<file path="config.mk">
export PLATFORM = sky130hd
export DESIGN_NAME = cpu_control_unit
export DESIGN_NICKNAME = d
export VERILOG_FILES = /design/src/rtl/cpu_control_unit.sv
export SDC_FILE = /design/constraint.sdc
export NUM_CORES = 1
export LEC_CHECK = 0
export ABC_AREA = 1
export BUFFER_PORTS_ARGS = -buffer_cell sky130_fd_sc_hd__buf_2
export CORE_MARGIN = 4
export CORE_UTILIZATION = 26
export DETAILED_ROUTE_END_ITERATION = 7
export PLACE_DENSITY_LB_ADDON = 0.12
export SYNTH_ARGS = -nofsm -noshare
export SYNTH_HDL_FRONTEND = slang
export SYNTH_SLANG_ARGS = --single-unit
</file>
<file path="constraint.sdc">
create_clock -name clk -period 2.1 [get_ports clk]
set_input_delay 0.21 -clock clk [delete_from_list [all_inputs] [get_ports clk]]
set_output_delay 0.21 -clock clk [all_outputs]
set_load 0.02 [all_outputs]
</file>
<file path="src/rtl/cpu_control_unit.sv">
// cpu_control_unit
//   Multi-cycle sequencer for the CPU data path. It fetches an instruction
//   word from the shared bus into IR. It decodes the instruction class. It
//   then steps the data path through the address, execute, memory and
//   write-back phases. Memory transfers are bounded by a wait counter. A
//   timeout halts the core and sets bus_err.
//
// Ports
//   clk, reset          clock; asynchronous active-high reset
//   Valid               memory completion strobe (used only in FWAIT/MWAIT)
//   instr_in [WIDTH]    data bus; captured into IR when a fetch completes
//   mem_rd, mem_wr      memory read / write requests
//   fetch .. regEn      one-bit data path controls
//   oppA, oppB          register fields IR[25:21], IR[20:16]
//   opcode              IR[31:26], overridden in the store-data and branch phases
//   literal [WIDTH]     sign-extended IR[15:0]
//   halted, bus_err     core stopped / stopped because of a memory timeout
module cpu_control_unit #(
  parameter int          WIDTH      = 32,
  parameter int          WAIT_LIMIT = 255,
  parameter logic [5:0]  PASS_OP    = 6'b001111,
  parameter logic [5:0]  ADD_OP     = 6'b000000
) (
  input  logic             clk,
  input  logic             reset,
  input  logic             Valid,
  input  logic [WIDTH-1:0] instr_in,
  output logic             mem_rd,
  output logic             mem_wr,
  output logic             fetch,
  output logic             Addreg_wr_En,
  output logic             increment,
  output logic             PC_wr_En,
  output logic             Branch_En,
  output logic             literalEn,
  output logic             store_en,
  output logic             Datareg_wr_En,
  output logic             DataBus_En,
  output logic             store_PC,
  output logic             regEn,
  output logic [4:0]       oppA,
  output logic [4:0]       oppB,
  output logic [5:0]       opcode,
  output logic [WIDTH-1:0] literal,
  output logic             halted,
  output logic             bus_err
);

  localparam int CW = (WAIT_LIMIT > 1) ? $clog2(WAIT_LIMIT + 1) : 1;
  localparam logic [CW-1:0] LAST_WAIT = CW'(WAIT_LIMIT - 1);

  typedef enum logic [3:0] {
    ST_FADDR, ST_FWAIT, ST_DEC, ST_EXEC, ST_MADDR,
    ST_DATA, ST_MWAIT, ST_WB, ST_HALT
  } state_t;

  state_t           state_reg;
  logic [WIDTH-1:0] ir_reg;
  logic [CW-1:0]    wait_cnt_reg;
  logic             bus_err_reg;

  // Instruction class decode from the latched IR.
  logic is_mem, is_load, is_store, is_branch, is_halt, is_alu_lit;
  assign is_mem     = (ir_reg[31:30] == 2'b10);
  assign is_load    = is_mem & ~ir_reg[26];
  assign is_store   = is_mem &  ir_reg[26];
  assign is_branch  = (ir_reg[31:30] == 2'b11) & ~ir_reg[26];
  // Every class-11 encoding that is not a branch stops the core.
  assign is_halt    = (ir_reg[31:30] == 2'b11) &  ir_reg[26];
  assign is_alu_lit = (ir_reg[31:30] == 2'b01);

  // The wait budget ends on the WAIT_LIMIT-th cycle spent waiting.
  // A Valid in that same cycle still completes the transfer.
  logic wait_expired;
  assign wait_expired = ~Valid & (wait_cnt_reg == LAST_WAIT);

  always_ff @(posedge clk or posedge reset) begin
    if (reset) begin
      state_reg    <= ST_FADDR;
      ir_reg       <= '0;
      wait_cnt_reg <= '0;
      bus_err_reg  <= 1'b0;
    end else begin
      case (state_reg)
        ST_FADDR: begin
          wait_cnt_reg <= '0;
          state_reg    <= ST_FWAIT;
        end
        ST_FWAIT: begin
          if (Valid) begin
            ir_reg    <= instr_in;
            state_reg <= ST_DEC;
          end else if (wait_expired) begin
            bus_err_reg <= 1'b1;
            state_reg   <= ST_HALT;
          end else begin
            wait_cnt_reg <= wait_cnt_reg + CW'(1);
          end
        end
        ST_DEC: begin
          if (is_halt)     state_reg <= ST_HALT;
          else if (is_mem) state_reg <= ST_MADDR;
          else             state_reg <= ST_EXEC;
        end
        ST_EXEC:  state_reg <= ST_WB;
        ST_MADDR: begin
          wait_cnt_reg <= '0;
          state_reg    <= is_store ? ST_DATA : ST_MWAIT;
        end
        ST_DATA: begin
          wait_cnt_reg <= '0;
          state_reg    <= ST_MWAIT;
        end
        ST_MWAIT: begin
          if (Valid) begin
            state_reg <= is_load ? ST_WB : ST_FADDR;
          end else if (wait_expired) begin
            bus_err_reg <= 1'b1;
            state_reg   <= ST_HALT;
          end else begin
            wait_cnt_reg <= wait_cnt_reg + CW'(1);
          end
        end
        ST_WB:    state_reg <= ST_FADDR;
        ST_HALT:  state_reg <= ST_HALT;
        default:  state_reg <= ST_HALT;
      endcase
    end
  end

  assign bus_err = bus_err_reg;
  assign literal = {{(WIDTH-16){ir_reg[15]}}, ir_reg[15:0]};

  // Controls are decoded from the state register. While reset is high they
  // are held at 0. This drops mem_rd/mem_wr without waiting for a clock edge.
  always_comb begin
    mem_rd        = 1'b0;
    mem_wr        = 1'b0;
    fetch         = 1'b0;
    Addreg_wr_En  = 1'b0;
    increment     = 1'b0;
    PC_wr_En      = 1'b0;
    Branch_En     = 1'b0;
    literalEn     = 1'b0;
    store_en      = 1'b0;
    Datareg_wr_En = 1'b0;
    DataBus_En    = 1'b0;
    store_PC      = 1'b0;
    regEn         = 1'b0;
    halted        = 1'b0;
    oppA          = ir_reg[25:21];
    oppB          = ir_reg[20:16];
    opcode        = ir_reg[31:26];
    if (!reset) begin
      case (state_reg)
        ST_FADDR: begin
          fetch        = 1'b1;
          Addreg_wr_En = 1'b1;
        end
        ST_FWAIT: mem_rd = 1'b1;
        ST_DEC:   increment = 1'b1;
        ST_EXEC: begin
          Datareg_wr_En = 1'b1;
          literalEn     = is_alu_lit | is_branch;
          if (is_branch) begin
            Branch_En = 1'b1;
            opcode    = ADD_OP;
          end
        end
        ST_MADDR: begin
          literalEn    = 1'b1;
          Addreg_wr_En = 1'b1;
        end
        ST_DATA: begin
          // The data register of a store is IR[20:16]. It is routed through
          // oppA so the ALU passes it into dataR.
          opcode        = PASS_OP;
          Datareg_wr_En = 1'b1;
          oppA          = ir_reg[20:16];
        end
        ST_MWAIT: begin
          if (is_load) begin
            mem_rd        = 1'b1;
            store_en      = Valid;
            Datareg_wr_En = Valid;
          end else begin
            mem_wr     = 1'b1;
            DataBus_En = 1'b1;
          end
        end
        ST_WB: begin
          if (is_branch) PC_wr_En = 1'b1;
          else           regEn    = 1'b1;
        end
        ST_HALT: halted = 1'b1;
        default: halted = 1'b0;
      endcase
    end
  end

endmodule
</file>
Yosys cells after proc, flatten, opt, wreduce, memory -nomap -nowiden
Cells that the tools add are included.

cells by class
  add/subtract/negate cells = 1
  multiplexer cells = 45
  eq/ne operators = 14
  reduce and logical (&&, ||, !) cells = 9
  bitwise operators = 8

operators by type and width
  operator             count
  $pmux 4 s8           1
  $mux 1               26
  $eq 4x3->1 const B   4
  $mux 4               4
  $mux 8               2
  $pmux 8 s2           1
  $mux 6               2
  $pmux 6 s2           1
  $mux 5               2
  $add 8x1->8 const B  1
  $eq 4x2->1 const B   2
  $eq 8x8->1 const B   1
  $mux 3               2
  $pmux 1 s2           3
  $reduce_and 3->1     2
  $reduce_or 2->1      3
  $and 1x1->1          5
  $eq 2x2->1 const B   2
  $eq 4x1->1 const B   1
  $eq 4x4->1 const B   1
  $logic_not 4->1      1
  $ne 2x2->1 const B   2
  $reduce_or 3->1      1
  $eq 2x1->1 const B   1
  other kinds (5)      6

storage, ports and cells
  output and inout bits = 63
  input port bits = 35
  register bits after elaboration = 45

Longest topological paths before layout
  depth after elaboration = 5
  depth in mapped cells = 9
  mapped depth without buffers = 9

Worst setup path before layout
No wires, ideal clock.

  path kind = input -> output
  start = input port reset
  end = output port opcode[1]
  required time = 1.890 ns
  buffers on the path = 0
  stages = 4
  setup slack = -0.083 ns
  data arrival time = 1.973 ns
  cell sequence = inv_1 nand2_1 nor2_2 o21ai_0

between the ends
  word-level cells in the longest chain between the ends = 1

RTL lines
  what             line  RTL
  start, declared  25    input logic reset,
  $mux 6           154   if (!reset) begin
  end, declared    43    output logic [5:0] opcode,

No other way between the ends.

Worst setup path after layout
  start = register ir_reg[30]
  end = output port Datareg_wr_En

between the ends
  word-level cells in the longest chain between the ends = 5

RTL lines
  what                    line  RTL
  start, declared         58    logic [WIDTH-1:0] ir_reg;
  start signal, assigned  91    ir_reg <= instr_in;
  $eq 2x2->1              64    assign is_mem = (ir_reg[31:30] == 2'b10);
  $and 1x1->1             65    assign is_load = is_mem & ~ir_reg[26];
  $mux 1                  182   if (is_load) begin
  $pmux 1 s2              155   case (state_reg)
  $mux 1                  154
  end, declared           37    output logic Datareg_wr_En,

No other way between the ends.

==> flow_summary_export.csv <==
group,metric,value,unit
job,drv_cap,0,
yosys,synth_seq_cells,45,
timing,whs,0.102,ns
setup_path,cpPeakStageDelay,0.41,ns
hold_path,min_path_type,"in2reg",
drt,via_per_inst,4.39,
power,p_total,1.82,mW
floorplanning,start_util,27.1,%
place,place_hpwl,5380,um
drt,vias,2432,
cts,clock_latency,0.30,ns
drt,wl,7160,um
cts,cts_made_buffers,5,
floorplanning,die_area,12100,um^2
timing,finalWorstSetupSlack,0.175,ns
setup_path,cp_data_required_time,1.89,ns
global_routing,grt_pass1_vias,2489,
layout,n_antenna_cell,0,
yosys,seq_area_frac_synth,41.8,%
drt,drt_iter0_drc,85,
setup_path,startpoint,"ir_reg[30]$_DFFE_PP0P_",
drt,drcViolationCount,0,
floorplanning,design.core.area,9950,um^2
power,ir_drop,292,uV
yosys,synth_area_leaders,"dfrtp_1 42%, nand2_1 15%, buf_4 12%",
global_routing,grt_pass1_wl,11900,um
yosys,syn_avg_cell_area,7.49,um^2
cts,clkSinkCount,45,
place,placed_area,3040,um^2
yosys,synth.net_count,397,
global_routing,grt_usage,12.3,%
yosys,synth-edff-count,0,
layout,design_area,3160,um^2
cts,cts_buffer_depth,2,
cts,cts_resized,0,
status,status,"complete, no violations",
layout,largest_register_ffs,32,
setup_path,worstPathArrival,1.71,ns
hold_path,min_from,"instr_in[6]",
yosys,synth_common_cells,"108 x nand2_1, 45 x dfrtp_1, 42 x buf_4",
setup_path,crit_chain,"inv_1, nand2_1, nor2_1, nand3_1, a21oi_1, buf_2",
place,gp_congestion,0.826,
floorplanning,die_x,110,um
place,pre_cts_slack,0.478,ns
global_routing,antenna_found_initial,0,
yosys,synthFlopType,"dfrtp_1",
yosys,synth.most_common_cell,"nand2_1",
setup_path,r2r_start,"wait_cnt_reg[0]$_DFFE_PP0P_",
layout,drive_gt1_share,30.9,%
layout,areaGrowthSynthToFinish,17.1,%
setup_path,crit_path_end_kind,"output pin",
yosys,synth_cell_types,31,
layout,nFillCells,1085,
floorplanning,rows,36,
timing,post-route-period-util,91.6,%
timing,rsz0062_at_grt,"no",
cts,tritoncts,"done",
layout,final_util,31.7,%
yosys,synth_top_cell_area_share,41.8,%
timing,setup_violations,0,
power,p_leak,1.66,nW
setup_path,cpMaxStageDelayCell,"dfrtp_1",
power,power_density,578,nW/um^2
setup_path,crit_type,"reg2out",
cts,cts-root-buf,"clkbuf_8",
timing,finalMaxSlewViolations,0,
yosys,yosys.area.top_type,"dfrtp_1",
place,port_buffers,96,
floorplanning,die_h,110,um
cts,cts-htree-levels,2,
yosys,yosys_warnings,0,
place,dp_cells,545,
yosys,async_flop_share,100,%
timing,period_minus_slack,1.92,ns
setup_path,startpoint_type,"flip-flop",
global_routing,grt_max_degree,33,
drt,postRouteAntennaNets,0,
layout,fin_cells,554,
timing,hold_violations,0,
yosys,syn_inst,360,
setup_path,crit_path_max_fanout,5,
layout,final_nets,457,
yosys,syn-cell-area,2700,um^2
drt,post_drt_wl_per_cell,12.9,um
timing,skew,0.00869,ns
drt,dr.pass1.iters,4,
timing,max_freq,520,MHz
cts,clk_pin_slew,0.09,ns
timing,finalSetupTns,0,ns
global_routing,overflow,0,
floorplanning,io_pins,98,
## path summary, 6_finish.rpt
| path | endpoint | slack [ns] | cells after the start |
|---|---|---|---|
| max | Datareg_wr_En | 0.18 | 6 |
| min | ir_reg[6]$_DFFE_PP0P_ | 0.10 | 3 |
| max reg2reg | wait_cnt_reg[2]$_DFFE_PP0P_ | 0.52 | 9 |
| min reg2reg | bus_err$_DFFE_PP0P_ | 0.47 | 2 |
| max in group asynchronous | wait_cnt_reg[3]$_DFFE_PP0P_ | 1.15 | 4 |
| min in group asynchronous | ir_reg[27]$_DFFE_PP0P_ | 0.54 | 4 |
## timing repair
item / CTS / global route
hold endpoints to repair: 7 / 0
hold buffers: 1 / 0
setup buffers: 0 / 0
## final cells by class
cell class,instances,area (um^2),area share (%)
Inverter,30,116,3.68
Multi-Input combinational cell,235,1100,34.9
Timing Repair Buffer,103,536,17.0
Clock buffer,6,72.6,2.30
Tap cell,133,166,5.27
Clock inverter,2,38.8,1.23
Sequential cell,45,1130,35.7
## worst max-delay path, delay by kind of cell, from the launching register on
kind	cells	cell delay, ns
and+or+nand+nor	3	0.52
DFF	1	0.41
buffers and inverters	2	0.33
AOI/OAI and AO/OA	1	0.15
## report_power, final
group	internal (mW)	total [mW]	leakage, nW	switching (mW)
clock network	0.358	0.667	0.0554	0.309
registers	0.900	0.920	0.563	0.0207
logic	0.0798	0.238	1.04	0.158
## routing by layer
layer / GRT usage, % / wire [um] / vias to the layer above
met5: 0 / 0 / -
met4: 3.29 / 110 / 0
met3: 2.35 / 483 / 7
met2: 21.2 / 3370 / 85
met1: 15.7 / 3190 / 1121
li1: - / - / 1219
## logic make-up after synthesis
group           after synthesis  share of synthesized area, %
compound gates               58                          11.8
xor+xnor                      1                         0.325
fa+ha+maj                     2                         0.928
buf+inv                      80                          17.4
flops                        45                          41.8
other cells                   1                         0.139
simple gates                173                          27.7
## cell usage in the layout (no fill, tap or decap), types with 2 or more instances in the layout
cell type  count
a21oi_1       10
buf_2         96
buf_4          6
clkbuf_8       5
dfrtp_1       45
ha_1           2
inv_1         25
inv_2          4
nand2_1      108
nand2_2        4
nand3_1       23
nor2_1        24
nor2_2         4
nor2_4         2
nor3_1         3
o21ai_0       36
o21ai_1        5
o21ai_2        2
Note: power is estimated with default switching activity, not from simulation.
